`src/rtl/char_timing_gen_if.sv`:
```
// Character-display raster bus: cell coordinates plus pipeline-aligned VGA sync/blank.
// Driven by char_timing_gen every cycle; no handshake, consumers sample every cycle.
interface char_timing_gen_if;
    logic [6:0] char_column;
    logic [6:0] char_line;
    logic [2:0] subchar_pixel;
    logic [2:0] subchar_line;
    logic       hsync;
    logic       vsync;
    logic       blank;
    logic       frame_start;

    modport master (
        output char_column, char_line, subchar_pixel, subchar_line,
        output hsync, vsync, blank, frame_start
    );

    modport slave (
        input char_column, char_line, subchar_pixel, subchar_line,
        input hsync, vsync, blank, frame_start
    );
endinterface

```
`src/rtl/char_timing_gen.sv`:
```
// Raster timing source: character-cell coordinates plus VGA hsync/vsync/blank/frame_start.
// Coordinates track the counters with no lag; sync path lags PIPE_DLY cycles; free-running, no backpressure.
module char_timing_gen #(
    parameter int H_ACTIVE = 640,
    parameter int H_FP     = 16,
    parameter int H_SYNC   = 96,
    parameter int H_BP     = 48,
    parameter int V_ACTIVE = 480,
    parameter int V_FP     = 10,
    parameter int V_SYNC   = 2,
    parameter int V_BP     = 33,
    parameter int SYNC_POL = 0,
    parameter int PIPE_DLY = 2
) (
    input  logic               pixel_clock,
    input  logic               reset,
    char_timing_gen_if.master  disp
);

    localparam int H_TOT = H_ACTIVE + H_FP + H_SYNC + H_BP;
    localparam int V_TOT = V_ACTIVE + V_FP + V_SYNC + V_BP;

    if (H_TOT > 1023 || V_TOT > 1023) begin : g_tot_chk
        $error("char_timing_gen: line or frame total exceeds 10-bit counter range");
    end
    if (PIPE_DLY < 1 || PIPE_DLY > 7) begin : g_dly_chk
        $error("char_timing_gen: PIPE_DLY must be within 1..7");
    end

    localparam logic [9:0] H_LAST   = 10'(H_TOT - 1);
    localparam logic [9:0] V_LAST   = 10'(V_TOT - 1);
    localparam logic [9:0] H_ACT_C  = 10'(H_ACTIVE);
    localparam logic [9:0] V_ACT_C  = 10'(V_ACTIVE);
    localparam logic [9:0] HS_BEG   = 10'(H_ACTIVE + H_FP);
    localparam logic [9:0] HS_END   = 10'(H_ACTIVE + H_FP + H_SYNC);
    localparam logic [9:0] VS_BEG   = 10'(V_ACTIVE + V_FP);
    localparam logic [9:0] VS_END   = 10'(V_ACTIVE + V_FP + V_SYNC);
    localparam logic       POL      = (SYNC_POL != 0);

    typedef struct packed {
        logic hs;
        logic vs;
        logic bl;
        logic fs;
    } sync_t;

    localparam sync_t SYNC_IDLE = '{hs: 1'b0, vs: 1'b0, bl: 1'b1, fs: 1'b0};

    logic [9:0] h_cnt, v_cnt;
    logic [9:0] h_nxt, v_nxt;
    logic [6:0] col_q, line_q;
    logic [2:0] spix_q, sline_q;
    sync_t      sync_raw;
    sync_t      stage [PIPE_DLY];

    always_comb begin
        h_nxt = (h_cnt == H_LAST) ? 10'd0 : h_cnt + 10'd1;
        v_nxt = v_cnt;
        if (h_cnt == H_LAST) begin
            v_nxt = (v_cnt == V_LAST) ? 10'd0 : v_cnt + 10'd1;
        end
    end

    // Coordinates are computed from the next count so they land in the same cycle as the count.
    always_ff @(posedge pixel_clock or posedge reset) begin
        if (reset) begin
            h_cnt   <= '0;
            v_cnt   <= '0;
            col_q   <= '0;
            spix_q  <= '0;
            line_q  <= '0;
            sline_q <= '0;
        end else begin
            h_cnt <= h_nxt;
            v_cnt <= v_nxt;
            if (h_nxt < H_ACT_C) begin
                col_q  <= h_nxt[9:3];
                spix_q <= h_nxt[2:0];
            end else begin
                col_q  <= '0;
                spix_q <= '0;
            end
            if (v_nxt < V_ACT_C) begin
                line_q  <= v_nxt[9:3];
                sline_q <= v_nxt[2:0];
            end else begin
                line_q  <= '0;
                sline_q <= '0;
            end
        end
    end

    always_comb begin
        sync_raw    = SYNC_IDLE;
        sync_raw.hs = (h_cnt >= HS_BEG) && (h_cnt < HS_END);
        sync_raw.vs = (v_cnt >= VS_BEG) && (v_cnt < VS_END);
        sync_raw.bl = !((h_cnt < H_ACT_C) && (v_cnt < V_ACT_C));
        sync_raw.fs = (h_cnt == 10'd0) && (v_cnt == 10'd0);
    end

    // Stage 0 registers the raw decode; PIPE_DLY stages in total match the pixel pipeline.
    always_ff @(posedge pixel_clock or posedge reset) begin
        if (reset) begin
            for (int i = 0; i < PIPE_DLY; i++) begin
                stage[i] <= SYNC_IDLE;
            end
        end else begin
            stage[0] <= sync_raw;
            for (int i = 1; i < PIPE_DLY; i++) begin
                stage[i] <= stage[i-1];
            end
        end
    end

    assign disp.char_column   = col_q;
    assign disp.subchar_pixel = spix_q;
    assign disp.char_line     = line_q;
    assign disp.subchar_line  = sline_q;
    assign disp.hsync         = stage[PIPE_DLY-1].hs ~^ POL;
    assign disp.vsync         = stage[PIPE_DLY-1].vs ~^ POL;
    assign disp.blank         = stage[PIPE_DLY-1].bl;
    assign disp.frame_start   = stage[PIPE_DLY-1].fs;

endmodule

```
`src/flat_wrapper.sv`:
```
// flat-port wrapper written by rule: the top's interface ports become plain ports
module char_timing_gen_flat 
#(
    parameter int H_ACTIVE = 640,
    parameter int H_FP     = 16,
    parameter int H_SYNC   = 96,
    parameter int H_BP     = 48,
    parameter int V_ACTIVE = 480,
    parameter int V_FP     = 10,
    parameter int V_SYNC   = 2,
    parameter int V_BP     = 33,
    parameter int SYNC_POL = 0,
    parameter int PIPE_DLY = 2
)
  (pixel_clock, reset, disp_char_column, disp_char_line, disp_subchar_pixel, disp_subchar_line, disp_hsync, disp_vsync, disp_blank, disp_frame_start);
  char_timing_gen_if disp_i ();
  input  logic pixel_clock;
  input  logic reset;
  output wire logic [$bits(disp_i.char_column)-1:0] disp_char_column;
  output wire logic [$bits(disp_i.char_line)-1:0] disp_char_line;
  output wire logic [$bits(disp_i.subchar_pixel)-1:0] disp_subchar_pixel;
  output wire logic [$bits(disp_i.subchar_line)-1:0] disp_subchar_line;
  output wire logic [$bits(disp_i.hsync)-1:0] disp_hsync;
  output wire logic [$bits(disp_i.vsync)-1:0] disp_vsync;
  output wire logic [$bits(disp_i.blank)-1:0] disp_blank;
  output wire logic [$bits(disp_i.frame_start)-1:0] disp_frame_start;
  assign disp_char_column = disp_i.char_column;
  assign disp_char_line = disp_i.char_line;
  assign disp_subchar_pixel = disp_i.subchar_pixel;
  assign disp_subchar_line = disp_i.subchar_line;
  assign disp_hsync = disp_i.hsync;
  assign disp_vsync = disp_i.vsync;
  assign disp_blank = disp_i.blank;
  assign disp_frame_start = disp_i.frame_start;
  char_timing_gen #(.H_ACTIVE(H_ACTIVE), .H_FP(H_FP), .H_SYNC(H_SYNC), .H_BP(H_BP), .V_ACTIVE(V_ACTIVE), .V_FP(V_FP), .V_SYNC(V_SYNC), .V_BP(V_BP), .SYNC_POL(SYNC_POL), .PIPE_DLY(PIPE_DLY)) u_core (.pixel_clock(pixel_clock), .reset(reset), .disp(disp_i));
endmodule
```
`config.mk`:
```
export PLATFORM = sky130hd
export DESIGN_NAME = char_timing_gen_flat
export DESIGN_NICKNAME = d
export VERILOG_FILES = /design/src/rtl/char_timing_gen_if.sv /design/src/rtl/char_timing_gen.sv /design/src/flat_wrapper.sv
export SDC_FILE = /design/constraint.sdc
export NUM_CORES = 1
export LEC_CHECK = 0
export CORE_ASPECT_RATIO = 0.7
export CORE_MARGIN = 10
export CORE_UTILIZATION = 40
export DETAILED_ROUTE_END_ITERATION = 7
export DONT_BUFFER_PORTS = 1
export PLACE_DENSITY = 0.59
export SLEW_MARGIN = 15
export SYNTH_ARGS = -nofsm -noshare
export SYNTH_HDL_FRONTEND = slang
export SYNTH_SLANG_ARGS = --single-unit
```
`constraint.sdc`:
```
create_clock -name pixel_clock -period 2.3 [get_ports pixel_clock]
set_input_delay 0.46 -clock pixel_clock [delete_from_list [all_inputs] [get_ports pixel_clock]]
set_output_delay 0.46 -clock pixel_clock [all_outputs]
set_load 0.05 [all_outputs]
```
==> results of run 1 <==
cell usage after synthesis (2+ instances only):
cell / count
and2_1: 2
xor2_1: 7
nor3_1: 7
and3_1: 6
nand2_1: 11
nand4_1: 5
inv_1: 8
buf_2: 5
and4_1: 4
o21a_1: 3
a21oi_1: 3
buf_6: 2
o21ai_0: 7
nor4_1: 3
o41a_1: 3
dfrtp_1: 46
nand3_1: 9
xnor2_1: 4
nor2_1: 8
nor2b_1: 2
nand4_2: 2
ha_1: 4
dfstp_2: 2
nor3b_1: 9
worst min-delay path by stage:
| stage | slack (ns) | cells after the start | start | to |
|---|---|---|---|---|
| 2_1_floorplan | 0.33 | 0 | u_core.stage[4] | u_core.disp.frame_start |
| 3_3_place_gp | 0.33 | 0 | u_core.stage[7] | u_core.stage[3] |
| 3_5_place_dp | 0.33 | 0 | u_core.stage[4] | u_core.disp.frame_start |
| 4_1_cts | 0.22 | 1 | reset | u_core.disp.char_line[6] |
| 5_1_grt | 0.25 | 1 | reset | u_core.disp.frame_start |
| 6_report | 0.19 | 1 | reset | u_core.disp.frame_start |
cell families (layout without fill, tap and decap cells):
group | after synthesis | in the layout
buffers and inverters | 17 | 19
DFF | 48 | 48
and+or+nand+nor | 77 | 77
other | 1 | 1
xor gates and xnor gates | 11 | 11
muxes | 1 | 1
AOI/OAI and AO/OA | 27 | 27
adders and majority gates | 4 | 4
layout make-up:
cell class                 instances  share of cell area
clock buffer                       7              0.0410
clock inverter                     1              0.0128
inverter                           8              0.0128
tap                               72              0.0384
timing repair buffer               3             0.00959
sequential                        48               0.513
multi-input combinational        121               0.373
power by group through the flow:
stage          sequential, mW  clock (mW)  combinational, mW
2_1_floorplan           0.864           0             0.0125
3_5_place_dp            0.864           0             0.0188
3_3_place_gp            0.864           0             0.0178
5_1_grt                 0.848       0.711             0.0210
4_1_cts                 0.848       0.668             0.0187
6_report                0.848       0.650             0.0170
through the flow:
step           total power, mW  utilization
2_1_floorplan            0.877            -
3_3_place_gp             0.882        0.425
3_5_place_dp             0.883        0.425
4_1_cts                   1.53        0.449
5_1_grt                   1.58        0.449
6_report                  1.51        0.449
flip-flops by register name (all words and copies together), names as in the netlist:
register                   flops
u_core.h_cnt                  10
u_core.v_cnt                  10
u_core.disp.char_column        7
u_core.disp.char_line          7
u_core.stage                   6
u_core.disp.subchar_line       3
u_core.disp.subchar_pixel      3
u_core.disp.blank              1
u_core.disp.frame_start        1
routing by layer:
| metal | up-vias | global-route usage | routed length, microns |
|---|---|---|---|
| li1 | 670 | - | - |
| met1 | 694 | 0.138 | 2110 |
| met2 | 24 | 0.142 | 1770 |
| met3 | 5 | 0.0453 | 281 |
| met4 | 0 | 0.0359 | 41 |
| met5 | - | 0 | 0 |
==> out/qor.csv, run 1 <==
stage,metric,value,unit
outcome,status,finished clean,
sta,"Slew Viols, Final",0,
worst_setup_path,Worst Setup End Kind,flip-flop,
pwr,sw frac,0.189,
global_routing,vias in the first global route,1382,
cts,TritonCTS clock tree,yes,
worst_setup_path,WP data required,2.47,ns
die,core box area,5230,sq um
routing,initial DRC count,59,
worst_setup_path,CP startpoint kind,flip-flop,
cts,Hold Buf Count CTS,0,
cts,clock sinks,48,
routing,aggregate routed wire length,4210,microns
pwr,internal power,1.23,mW
die,chip height,81.6,microns
job,Max Cap Viol,0,
worst_setup_path,worst r2r path cells,6,
yosys,Yosys reg bits,48,
routing,remaining antenna violation count,0,
worst_setup_path,origin of the worst setup path,u_core.h_cnt[0],
place,IO Port Bufs,0,
yosys,synth unique cells,48,
routing,DR vias,1393,
yosys,Post-synth EDFFs,0,
yosys,xor/xnor share of the synthesized area,0.0445,
global_routing,first-pass GRT wire length,7240,microns
cts,# H-tree levels,2,
cts,Root Driver,clkbuf_8,
pwr,pwr dens,645,nW/um^2
yosys,Mapped Cells,186,
yosys,Synth Area in Simple Gates,0.229,
pwr,Clk network pwr share,0.429,
yosys,Post-synth ARST share,1.00,
final_layout,Final #Nets,193,
worst_setup_path,CP Max Fanout,13,
yosys,syn_area_per_cell,11.7,sq um
final_layout,# fillers,508,
sta,skew final,0.00581,ns
routing,DRC Markers,0,
place,global placement routability congestion,0.859,
sta,Final min period,2.11,ns
final_layout,share of post-route cells with drive strength above 1,0.144,
final_layout,Multi-input gate area,875,sq um
worst_setup_path,Critical Path Most Common Cell,and3_1,
final_layout,"commonest cells after routing, fill and taps aside","46 x dfrtp_1, 11 x nand2_1, 9 x nand3_1, 9 x nor3b_1, 8 x nor2_1",
yosys,Syn Nets,192,
sta,Final setup viols,0,
worst_setup_path,Worst setup endpoint,u_core.disp.subchar_pixel[1],
routing,Avg WL per Cell,16.2,microns
yosys,area share of the largest cell type after synthesis,0.531,
yosys,"Seq/Total Area, Yosys",0.555,
sta,Setup TNS,0,ns
sta,RSZ-0062 raised after global routing,false,
sta,Final period util,0.916,
yosys,Synth Area in Adders,0.0231,
worst_setup_path,crit path DAT,2.27,ns
cts,"Clk pin slew, worst setup/hold paths",0.08,ns
worst_setup_path,Buffers & Inverters on Critical Path,1,
final_layout,antenna fix cells,0,
yosys,largest family of logic cells by synthesized area,simple AND/OR/NAND/NOR gates,
die,total die area,8810,sq um
worst_setup_path,R2R Setup Slk,0.19,ns
pwr,LEAKAGE,1.06,nW
worst_setup_path,Levels on crit path,6,
sta,"Worst Setup Slack, final",0.194,ns
cts,Setup Buffers After CTS,0,
global_routing,aggregate global-route resource usage,0.103,
cts,Max clock buf depth,2,
worst_setup_path,CP Cell Sequence,ha_1 -> and3_1 -> and3_1 -> buf_4 -> nor4_2 -> nor2b_1,
min_path,worst hold path class,in -> async,
final_layout,Area Growth Syn to Fin,8.31,%
pwr,combinational share of power,0.011,
sta,transition time of the tightest slew-check pin,0.802,ns
worst_setup_path,Worst R2R End,u_core.disp.subchar_pixel[1],
routing,Vias per Instance,5.36,
yosys,ys flop type,dfrtp_1,
yosys,area of the mapped netlist,2170,sq um
final_layout,sequential cell area,1200,sq um
die,# IOs,26,
place,placed insts,252,
pwr,sequential power share,0.560,
yosys,Yosys warning count,0,
place,area of placed instances,2220,sq um
worst_setup_path,Worst Setup Path Type,reg -> reg,
final_layout,number of non-filler instances in the completed layout,260,
cts,"Clk Latency, worst-skew pair",0.30,ns
pwr,net switching power,285,uW
cts,PostCTS Resize Cnt,0,
die,row cnt,22,
yosys,post-synth top area cell,dfrtp_1,
place,Detail Placement HPWL,3060,microns
cts,CTS buffer count,5,
yosys,Synth Area in Compound Gates,0.0999,
die,Initial Utilization,0.414,
pwr,VDD IR max,288,uV
worst_setup_path,slowest CP cell,nor4_2,
die,Die Width,108,microns
sta,Fmax,475,MHz
sta,final hold violation count,0,
final_layout,"commonest non-fill, non-tap cell in the layout",dfrtp_1,
worst_setup_path,FF-to-FF Start,u_core.h_cnt[0],
global_routing,total gr overflow,0,
sta,Rel. slew slack,0.465,
global_routing,largest net degree at the start of global routing,41,
yosys,mux contribution to synthesized area,0.00520,
final_layout,final instance area,2350,sq um
routing,Pre-Repair DR Iteration Count,4,
yosys,largest cells by area after synthesis,"dfrtp_1 53%, nor3b_1 3.1%, xor2_1 2.8%",
worst_setup_path,critical path's top delay family,simple AND/OR/NAND/NOR gates,
worst_setup_path,largest stage delay on the critical path,0.46,ns
global_routing,initial antenna violation count,0,
sta,WHS,0.191,ns
place,pre-CTS setup slack,0.203,ns
Power figures use the tool's default switching activity.
==> run 2: changes to the inputs <==
==> constraint.sdc (replaced) <==
create_clock -name pixel_clock -period 2.3 [get_ports pixel_clock]
set_input_delay 0.46 -clock pixel_clock [delete_from_list [all_inputs] [get_ports pixel_clock]]
set_output_delay 0.46 -clock pixel_clock [all_outputs]
set_load 0.02 [all_outputs]
==> results of run 2 <==
The final DEF is identical to that of run 1. Status: finished clean.
==> run 3: changes to the inputs <==
--- a/config.mk
+++ b/config.mk
@@ -5,12 +5,13 @@
 export SDC_FILE = /design/constraint.sdc
 export NUM_CORES = 1
 export LEC_CHECK = 0
+export ABC_AREA = 1
 export CORE_ASPECT_RATIO = 0.7
 export CORE_MARGIN = 10
-export CORE_UTILIZATION = 40
+export CORE_UTILIZATION = 55
 export DETAILED_ROUTE_END_ITERATION = 7
 export DONT_BUFFER_PORTS = 1
-export PLACE_DENSITY = 0.59
+export PLACE_DENSITY = 0.75
 export SLEW_MARGIN = 15
 export SYNTH_ARGS = -nofsm -noshare
 export SYNTH_HDL_FRONTEND = slang
==> out/qor.csv, run 3 <==
stage,metric,value,unit
routing,initial DRC count,82,
final_layout,"commonest non-fill, non-tap cell in the layout",dfrtp_1,
routing,Pre-Repair DR Iteration Count,4,
sta,Setup TNS,0,ns
global_routing,aggregate global-route resource usage,0.128,
sta,RSZ-0062 raised after global routing,false,
sta,Fmax,551,MHz
routing,Avg WL per Cell,13.3,microns
place,IO Port Bufs,0,
cts,TritonCTS clock tree,yes,
sta,"Slew Viols, Final",0,
place,global placement routability congestion,0.894,
yosys,largest cells by area after synthesis,"dfrtp_1 52%, inv_1 7.5%, nand2_1 5.6%",
global_routing,initial antenna violation count,0,
yosys,"Seq/Total Area, Yosys",0.545,
sta,final hold violation count,0,
yosys,Post-synth ARST share,1.00,
yosys,Post-synth EDFFs,0,
yosys,Syn Nets,244,
final_layout,"commonest cells after routing, fill and taps aside","46 x dfrtp_1, 43 x inv_1, 33 x nand2_1, 19 x nor2_1, 16 x nand3_1",
routing,DRC Markers,0,
final_layout,Multi-input gate area,808,sq um
yosys,area of the mapped netlist,2210,sq um
yosys,list of most frequent post-synthesis cells,"46 x dfrtp_1, 44 x inv_1, 33 x nand2_1",
routing,aggregate routed wire length,3960,microns
place,Detail Placement HPWL,3010,microns
yosys,top-count cell post-synth,dfrtp_1,
cts,Max clock buf depth,2,
final_layout,Area Growth Syn to Fin,8.39,%
cts,PostCTS Resize Cnt,0,
cts,"Clk pin slew, worst setup/hold paths",0.08,ns
worst_setup_path,Worst Setup Path Type,reg -> reg,
cts,CTS buffer count,5,
routing,Vias per Instance,5.01,
pwr,LEAKAGE,1.26,nW
die,Die Width,95.7,microns
sta,Final period util,0.789,
sta,skew final,0.00358,ns
sta,Final min period,1.81,ns
final_layout,Final #Nets,251,
yosys,Yosys warning count,0,
final_layout,share of post-route cells with drive strength above 1,0.191,
global_routing,largest net degree at the start of global routing,29,
worst_setup_path,FF-to-FF Start,u_core.h_cnt[0],
yosys,Yosys reg bits,48,
cts,Root Driver,clkbuf_8,
cts,Hold Buf Count CTS,0,
sta,Final setup viols,0,
outcome,status,finished clean,
yosys,area share of the largest cell type after synthesis,0.521,
yosys,Synth Area in Adders,0.0227,
global_routing,met1 Use GR,0.179,
worst_setup_path,origin of the worst setup path,u_core.h_cnt[0],
final_layout,sequential cell area,1200,sq um
global_routing,first-pass GRT wire length,6860,microns
yosys,xor/xnor share of the synthesized area,0.0119,
job,Max Cap Viol,0,
global_routing,total gr overflow,0,
final_layout,Largest regs,"u_core.h_cnt: 10 flops, u_core.v_cnt: 10 flops",
pwr,VDD IR max,421,uV
worst_setup_path,Worst Setup End Kind,flip-flop,
die,row cnt,19,
yosys,Synth Area in Simple Gates,0.275,
worst_setup_path,CP startpoint kind,flip-flop,
routing,remaining antenna violation count,0,
yosys,largest family of logic cells by synthesized area,simple AND/OR/NAND/NOR gates,
worst_setup_path,CP Max Fanout,8,
cts,# H-tree levels,2,
die,# IOs,26,
pwr,pwr dens,607,nW/um^2
min_path,worst hold path class,in -> async,
global_routing,met3 Use GR,0.0504,
yosys,synth unique cells,32,
yosys,syn_area_per_cell,9.28,sq um
global_routing,vias in the first global route,1403,
yosys,Mapped Cells,238,
cts,"Clk Latency, worst-skew pair",0.30,ns
routing,DR vias,1494,
worst_setup_path,crit path DAT,2.00,ns
yosys,mux contribution to synthesized area,0,
die,total die area,6990,sq um
cts,clock sinks,48,
final_layout,# fillers,319,
yosys,ys flop type,dfrtp_1,
die,core box area,3900,sq um
worst_setup_path,WP data required,2.49,ns
yosys,Synth Area in Compound Gates,0.0550,
yosys,post-synth top area cell,dfrtp_1,
die,chip height,73.0,microns
global_routing,global route hottest layer,met1,
final_layout,antenna fix cells,0,
cts,Setup Buffers After CTS,0,
global_routing,met2 Track Usage GR,0.161,
sta,WHS,0.0391,ns
die,Initial Utilization,0.566,
-- run 3: cell count changes after synthesis, sizes merged, moves of 4 or more --
cell and delta:
a21boi +7, and3 -6, and4 -4, buf -7, inv +40, nand2 +30
nand3 +14, nor2 +25, nor3b -10, xnor2 -4, xor2 -4
-- run 3: path summary, 6_finish.rpt --
path	depth (start not counted)	end	slack, ns
max reg2reg	10	u_core.disp.subchar_line[0]	0.49
min	1	u_core.disp.char_line[6]	0.04
max in group asynchronous	2	u_core.disp.blank	1.70
max	10	u_core.disp.subchar_line[0]	0.49
min in group pixel_clock	0	u_core.stage[3]	0.35
min reg2reg	0	u_core.stage[3]	0.35
-- run 3: routing by layer --
layer  routed length (microns)  vias to the layer above
li1                          -                      746
met1                      1940                      698
met2                      1550                       43
met3                       381                        7
met4                        88                        0
met5                         0                        -
-- run 3: through the flow --
step	total power [mW]	std cells	setup slack (ns)	utilization	cell area [sq um]
floorplan	0.875	238	0.699	-	2210
finish	1.45	298	0.485	0.614	2390
detailed placement	0.884	290	0.525	0.586	2290
global placement	0.883	290	0.587	0.586	2290
global route	1.52	298	0.276	0.614	2390
CTS	1.47	298	0.513	0.614	2390
-- run 3: cell type report --
class,instances,area share
Sequential cell,48,0.503
Inverter,50,0.0789
Clock inverter,2,0.0146
Timing Repair Buffer,1,0.00836
Clock buffer,6,0.0303
Multi-Input combinational cell,139,0.338
Tap cell,52,0.0272
-- run 3: cells by family after synthesis --
group / after synthesis
and+or+nand+nor: 113
adders and majority gates: 4
xor gates and xnor gates: 3
other: 1
DFF: 48
AOI/OAI and AO/OA: 18
buffers and inverters: 51
-- run 3: power breakdown --
group	internal (mW)	leakage [nW]	total, mW	switching [mW]
Clock	0.322	0.0552	0.588	0.265
Combinational	0.00358	0.569	0.0193	0.0157
Sequential	0.844	0.632	0.846	0.00151
-- run 3: worst max-delay path, cell delays in order, from the launching register on --
cell and delay [ns]:
dfrtp_1 0.40, ha_1 0.21, nand3_2 0.15, nor2_1 0.18, nand3_1 0.14, nand2_1 0.11, nand2_2 0.09, nor2_2 0.14
nand2_2 0.08, nand2_4 0.14, nor2_2 0.04
